===== config.mk =====
export PLATFORM = sky130hd
export DESIGN_NAME = uart_tx_flat
export DESIGN_NICKNAME = d
export VERILOG_FILES = /design/src/rtl/uart_pkg.sv /design/src/rtl/uart_tx_if.sv /design/src/rtl/uart_tx_serializer.sv /design/src/rtl/uart_tx.sv /design/src/flat_wrapper.sv
export SDC_FILE = /design/constraint.sdc
export NUM_CORES = 1
export LEC_CHECK = 0
export ABC_CLOCK_PERIOD_IN_PS = 1500
export BUFFER_PORTS_ARGS = -buffer_cell sky130_fd_sc_hd__buf_4
export CAP_MARGIN = 0
export CORE_AREA = 2 2 48 50
export DETAILED_ROUTE_END_ITERATION = 6
export DIE_AREA = 0 0 50 52
export PLACE_DENSITY_LB_ADDON = 0.25
export SYNTH_ARGS = -nofsm -noshare
export SYNTH_HDL_FRONTEND = slang
export SYNTH_SLANG_ARGS = --single-unit

===== constraint.sdc =====
create_clock -name clk -period 1.5 [get_ports clk]
set_input_delay 0.15 -clock clk [delete_from_list [all_inputs] [get_ports clk]]
set_output_delay 0.15 -clock clk [all_outputs]
set_load 0.02 [all_outputs]

===== src/rtl/uart_pkg.sv =====
// Shared UART definitions: FSM state encoding, parity type codes and the
// default payload width used by the TX path and its sub-modules.
package uart_pkg;

    localparam int DATA_WIDTH_DEF = 8;

    localparam logic PAR_EVEN = 1'b0;
    localparam logic PAR_ODD  = 1'b1;

    typedef enum logic [2:0] {
        IDLE   = 3'd0,
        START  = 3'd1,
        DATA   = 3'd2,
        PARITY = 3'd3,
        STOP   = 3'd4
    } state_t;

endpackage


===== src/rtl/uart_tx_if.sv =====
// Parallel-side handshake plus serial line of the UART transmitter.
// master: the data source (synchronizer/FIFO side); slave: uart_tx.
interface uart_tx_if #(
    parameter int DATA_WIDTH = uart_pkg::DATA_WIDTH_DEF
);
    logic [DATA_WIDTH-1:0] p_data;
    logic                  data_valid;
    logic                  par_en;
    logic                  par_typ;
    logic                  tx_out;
    logic                  busy;

    modport master (
        output p_data,
        output data_valid,
        output par_en,
        output par_typ,
        input  tx_out,
        input  busy
    );

    modport slave (
        input  p_data,
        input  data_valid,
        input  par_en,
        input  par_typ,
        output tx_out,
        output busy
    );
endinterface


===== src/rtl/uart_tx_serializer.sv =====
// Shift register plus bit counter for the TX payload. ser_bit is the next
// payload bit (LSB first); ser_done rises once every payload bit has been
// shifted out, so the FSM can leave DATA on the following edge.
module uart_tx_serializer
    import uart_pkg::*;
#(
    parameter int DATA_WIDTH = DATA_WIDTH_DEF
) (
    input  logic                  clk,
    input  logic                  rst_n,
    input  logic                  load,
    input  logic                  shift_en,
    input  logic [DATA_WIDTH-1:0] data,
    output logic                  ser_bit,
    output logic                  ser_done
);
    localparam int CNT_W = $clog2(DATA_WIDTH + 1);

    logic [DATA_WIDTH-1:0] shift_reg;
    logic [CNT_W-1:0]      bit_cnt;

    // Load a fresh word on acceptance, otherwise shift right one bit per enable.
    always_ff @(posedge clk or negedge rst_n) begin
        if (!rst_n) begin
            shift_reg <= '0;
            bit_cnt   <= '0;
        end else if (load) begin
            shift_reg <= data;
            bit_cnt   <= '0;
        end else if (shift_en) begin
            shift_reg <= {1'b0, shift_reg[DATA_WIDTH-1:1]};
            bit_cnt   <= bit_cnt + 1'b1;
        end
    end

    assign ser_bit  = shift_reg[0];
    assign ser_done = (bit_cnt == CNT_W'(DATA_WIDTH));

endmodule


===== src/rtl/uart_tx.sv =====
// UART transmitter: start bit, DATA_WIDTH bits LSB first, optional parity,
// stop bit, one bit per clk. Optional parity is built only when the macro
// UART_TX_PARITY_EN is defined; otherwise par_en/par_typ are ignored.
//
// state  | meaning
// IDLE   | line high, waiting for data_valid
// START  | start bit (0) on the line
// DATA   | payload bits on the line, LSB first
// PARITY | parity bit on the line
// STOP   | stop bit (1); a new request here starts the next frame directly
module uart_tx
    import uart_pkg::*;
#(
    parameter int DATA_WIDTH = DATA_WIDTH_DEF
) (
    input  logic     clk,
    input  logic     rst_n,
    uart_tx_if.slave bus
);
    state_t state;
    logic   tx_q;
    logic   busy_q;
    logic   accept;
    logic   load;
    logic   shift_en;
    logic   ser_bit;
    logic   ser_done;

`ifdef UART_TX_PARITY_EN
    logic par_en_q;
    logic parity_q;
`else
    logic unused_par;
    assign unused_par = bus.par_en ^ bus.par_typ;
`endif

    // Accepting in STOP as well as IDLE gives back-to-back frames with no idle bit.
    assign accept   = ((state == IDLE) || (state == STOP)) && bus.data_valid;
    assign load     = accept;
    assign shift_en = (state == START) || ((state == DATA) && !ser_done);

    uart_tx_serializer #(
        .DATA_WIDTH (DATA_WIDTH)
    ) u_serializer (
        .clk      (clk),
        .rst_n    (rst_n),
        .load     (load),
        .shift_en (shift_en),
        .data     (bus.p_data),
        .ser_bit  (ser_bit),
        .ser_done (ser_done)
    );

    // Frame sequencer with registered line and busy outputs.
    always_ff @(posedge clk or negedge rst_n) begin
        if (!rst_n) begin
            state  <= IDLE;
            tx_q   <= 1'b1;
            busy_q <= 1'b0;
`ifdef UART_TX_PARITY_EN
            par_en_q <= 1'b0;
            parity_q <= 1'b0;
`endif
        end else begin
            case (state)
                IDLE, STOP: begin
                    if (accept) begin
                        state  <= START;
                        tx_q   <= 1'b0;
                        busy_q <= 1'b1;
`ifdef UART_TX_PARITY_EN
                        par_en_q <= bus.par_en;
                        parity_q <= (bus.par_typ == PAR_ODD) ? ~^bus.p_data : ^bus.p_data;
`endif
                    end else begin
                        state  <= IDLE;
                        tx_q   <= 1'b1;
                        busy_q <= 1'b0;
                    end
                end
                START: begin
                    state <= DATA;
                    tx_q  <= ser_bit;
                end
                DATA: begin
                    if (ser_done) begin
`ifdef UART_TX_PARITY_EN
                        if (par_en_q) begin
                            state <= PARITY;
                            tx_q  <= parity_q;
                        end else begin
                            state <= STOP;
                            tx_q  <= 1'b1;
                        end
`else
                        state <= STOP;
                        tx_q  <= 1'b1;
`endif
                    end else begin
                        tx_q <= ser_bit;
                    end
                end
`ifdef UART_TX_PARITY_EN
                PARITY: begin
                    state <= STOP;
                    tx_q  <= 1'b1;
                end
`endif
                default: begin
                    state  <= IDLE;
                    tx_q   <= 1'b1;
                    busy_q <= 1'b0;
                end
            endcase
        end
    end

    assign bus.tx_out = tx_q;
    assign bus.busy   = busy_q;

endmodule


===== src/flat_wrapper.sv =====
// flat-port wrapper written by rule: the top's interface ports become plain ports
module uart_tx_flat import uart_pkg::*;
#(
    parameter int DATA_WIDTH = DATA_WIDTH_DEF
)
  (clk, rst_n, bus_p_data, bus_data_valid, bus_par_en, bus_par_typ, bus_tx_out, bus_busy);
  uart_tx_if #(.DATA_WIDTH(DATA_WIDTH)) bus_i ();
  input  logic clk;
  input  logic rst_n;
  input wire logic [$bits(bus_i.p_data)-1:0] bus_p_data;
  input wire logic [$bits(bus_i.data_valid)-1:0] bus_data_valid;
  input wire logic [$bits(bus_i.par_en)-1:0] bus_par_en;
  input wire logic [$bits(bus_i.par_typ)-1:0] bus_par_typ;
  output wire logic [$bits(bus_i.tx_out)-1:0] bus_tx_out;
  output wire logic [$bits(bus_i.busy)-1:0] bus_busy;
  assign bus_i.p_data = bus_p_data;
  assign bus_i.data_valid = bus_data_valid;
  assign bus_i.par_en = bus_par_en;
  assign bus_i.par_typ = bus_par_typ;
  assign bus_tx_out = bus_i.tx_out;
  assign bus_busy = bus_i.busy;
  uart_tx #(.DATA_WIDTH(DATA_WIDTH)) u_core (.clk(clk), .rst_n(rst_n), .bus(bus_i));
endmodule

==> results.toml <==
[sta]
hold_viol_final = 0
max_slew_margin = 0.774
setup_ws_ns = -0.0198
setup_violations = 1
finalMaxSlewViolations = 0
fin_skew_ns = 0.00559
max_freq_ghz = 0.658
worst_slew_pin_slew_ns = 0.338
fin_crit_sh = 1.01
fin_crit_ns = 1.52
grt_setup_unrepaired = "true"

[worst_setup_path]
start_kind = "flip-flop"
r2r_start = "u_core.u_serializer.bit_cnt[0]"
crit_buf_inv = 1
crit_chain = "inv_2 -> ha_4 -> nand3b_1 -> and2_4 -> or3_4 -> a21oi_2"
cpPeakStageDelay_ns = 0.40
crit_type = "reg -> reg"
critPathSlowestCell = "dfrtp_1"
endpoint_kind = "flip-flop"
crit_required_ns = 1.73
critPathLaunch = "u_core.u_serializer.bit_cnt[0]"
critPathTopFamily = "simple AND/OR/NAND/NOR gates"
cp_max_fo = 8
crit_arrival_ns = 1.75

[global_routing]
grt_max_degree = 21
grt_pass1_wl_um = 3710
grt_pass1_vias = 826
gr-total-overflow = 0
grtUsageTotal = 0.192
grt_antenna_before_repair = 0

[layout]
drive_gt1_frac = 0.419
fill_cells = 177
nNetsFinal = 140
final_common_cell = "buf_4"
largest_reg_flops = 8
mostFrequentLayoutCells = "buf_4 (26), dfrtp_1 (16), a21oi_1 (7), nor2_1 (7), inv_1 (5)"
design_area_um2 = 1240
syn_to_final_growth_pct = 30.1
antenna_cells = 0

[floorplanning]
ios = 15
start_util = 0.453
die_h_um = 52
fp-row-count = 17
design.core.area_um2 = 2110
fp.dieW_um = 50
dieArea_um2 = 2600

[routing]
drt-initial-drc-count = 24
wl_per_cell_um = 14.5
drtAntennaViolNets = 0
wl_um = 2200
drc = 0
vias = 855
drtPass1Iterations = 4
vias_per_cell = 5.63

[synthesis]
synthFlopType = "dfrtp_1"
syn_area_um2 = 955
synth_cells = 97
yosysWarnings = 0
seq_area_frac_synth = 0.447
syn_area_per_cell_um2 = 9.84
ys_types = 36
ys_ff_latch = 17
async_flop_share = 1.00
synth_nets = 112
synth_edf_count = 0

[cts]
insertion_delay_ns = 0.30
ctsRootBufferMaster = "clkbuf_4"
cts_sinks = 17
cts_max_level = 1
clkTransAtPathRegs_ns = 0.11
cts_tree = "done"
ctsLongestPathBuffers = 2
numCtsBuffers = 3

[placement]
dp_slack_ns = -0.110
io_buffers = 12
hpwlAfterDp_um = 1520
place_area_um2 = 1140
gp_congestion = 0.797

[worst_hold_path]
worstHoldStart = "bus_p_data[7]"
hold_class = "in -> reg"

[power_and_ir_drop]
p_leak_nw = 0.558
ir_worst_vdd_mv = 0.941
p_per_area_nw_per_um2 = 1940

[flow_run]
max_cap_viol_count = 0

[outcome]
status = "complete, but fails checks"
violations = "negative setup slack"
area by class of cell:
cell class	instances	area (µm²)	share of cell area
clock buffer	3	22.5	0.0181
tap	28	35.0	0.0282
clock inverter	1	5.00	0.00403
timing repair buffer	28	216	0.174
sequential	17	427	0.343
multi-input combinational	68	510	0.411
inverter	7	26.3	0.0211
worst register-to-register path, delay by kind of cell, from the launching register on:
| family | cells | cell delay [ns] |
|---|---|---|
| AOI/OAI and AO/OA | 1 | 0.14 |
| adders and majority gates | 1 | 0.14 |
| buffers and inverters | 1 | 0.10 |
| DFF | 1 | 0.40 |
| and+or+nand+nor | 3 | 0.69 |
layer usage:
| metal | wire length [µm] | track usage |
|---|---|---|
| met3 | 112 | 0.0316 |
| met5 | 0 | 0 |
| met4 | 31 | 0.120 |
| met1 | 981 | 0.268 |
| met2 | 1070 | 0.274 |
kinds of logic (layout without fill, tap and decap cells):
logic type / count (synthesis) / after routing / synth area share
compound gates: 36 / 36 / 0.262
simple gates: 27 / 27 / 0.170
flops: 17 / 17 / 0.447
buf+inv: 12 / 39 / 0.0642
fa+ha+maj: 3 / 3 / 0.0367
xor+xnor: 1 / 1 / 0.00918
mux: 1 / 1 / 0.0105
cells in the mapped netlist, types with 2 or more instances:
cell       number  area (µm²)
nand2_1         3        11.3
nor2_1          8        30.0
inv_1           7        26.3
a211oi_1        2        15.0
a221o_2         4        45.0
buf_6           2        22.5
clkbuf_1        2        7.51
ha_1            2        25.0
nor2b_1         2        12.5
o22ai_1         3        18.8
dfrtp_1        16         400
a21oi_1        10        50.1
a2bb2oi_1       2        17.5
a22oi_1         4        30.0
o21ai_0         6        30.0
nand2b_1        4        25.0
where the power goes:
part	switching (mW)	leakage (nW)	internal, mW
registers	0.126	0.211	0.663
logic	0.682	0.329	0.681
clock network	0.155	0.0177	0.0993
total	0.962	0.558	1.44
worst paths after layout:
kind,endpoint,slack [ns],cells after the start
min in group asynchronous,u_core.u_serializer.shift_reg[1],0.24,2
min reg2reg,u_core.bus.busy,0.53,1
max in group asynchronous,u_core.bus.tx_out,1.01,2
max reg2reg,u_core.u_serializer.bit_cnt[0],-0.02,6
min,u_core.u_serializer.shift_reg[7],0.07,2
max,u_core.u_serializer.bit_cnt[0],-0.02,6
what timing repair did:
action	CTS	global route
buffers inserted	0	2
hold endpoints to repair	17	0
gates resized for setup	2	15
endpoints found under the setup margin	9	10
hold buffers	1	0
pin swaps	1	2
stage by stage:
step	total power, mW	TNS, ns	hold slack (ns)	std cells	utilization
final	2.41	-0.0198	0.0702	152	0.590
after global routing	2.60	-0.341	0.0644	152	0.590
after CTS	2.24	0	0.0656	150	0.561
after detailed placement	1.97	-0.613	0.0275	145	0.542
after global placement	1.93	-0.447	0.0264	145	0.542
after floorplan	1.60	-0.0225	-0.146	97	-
Note: power is estimated with default switching activity, not from simulation.
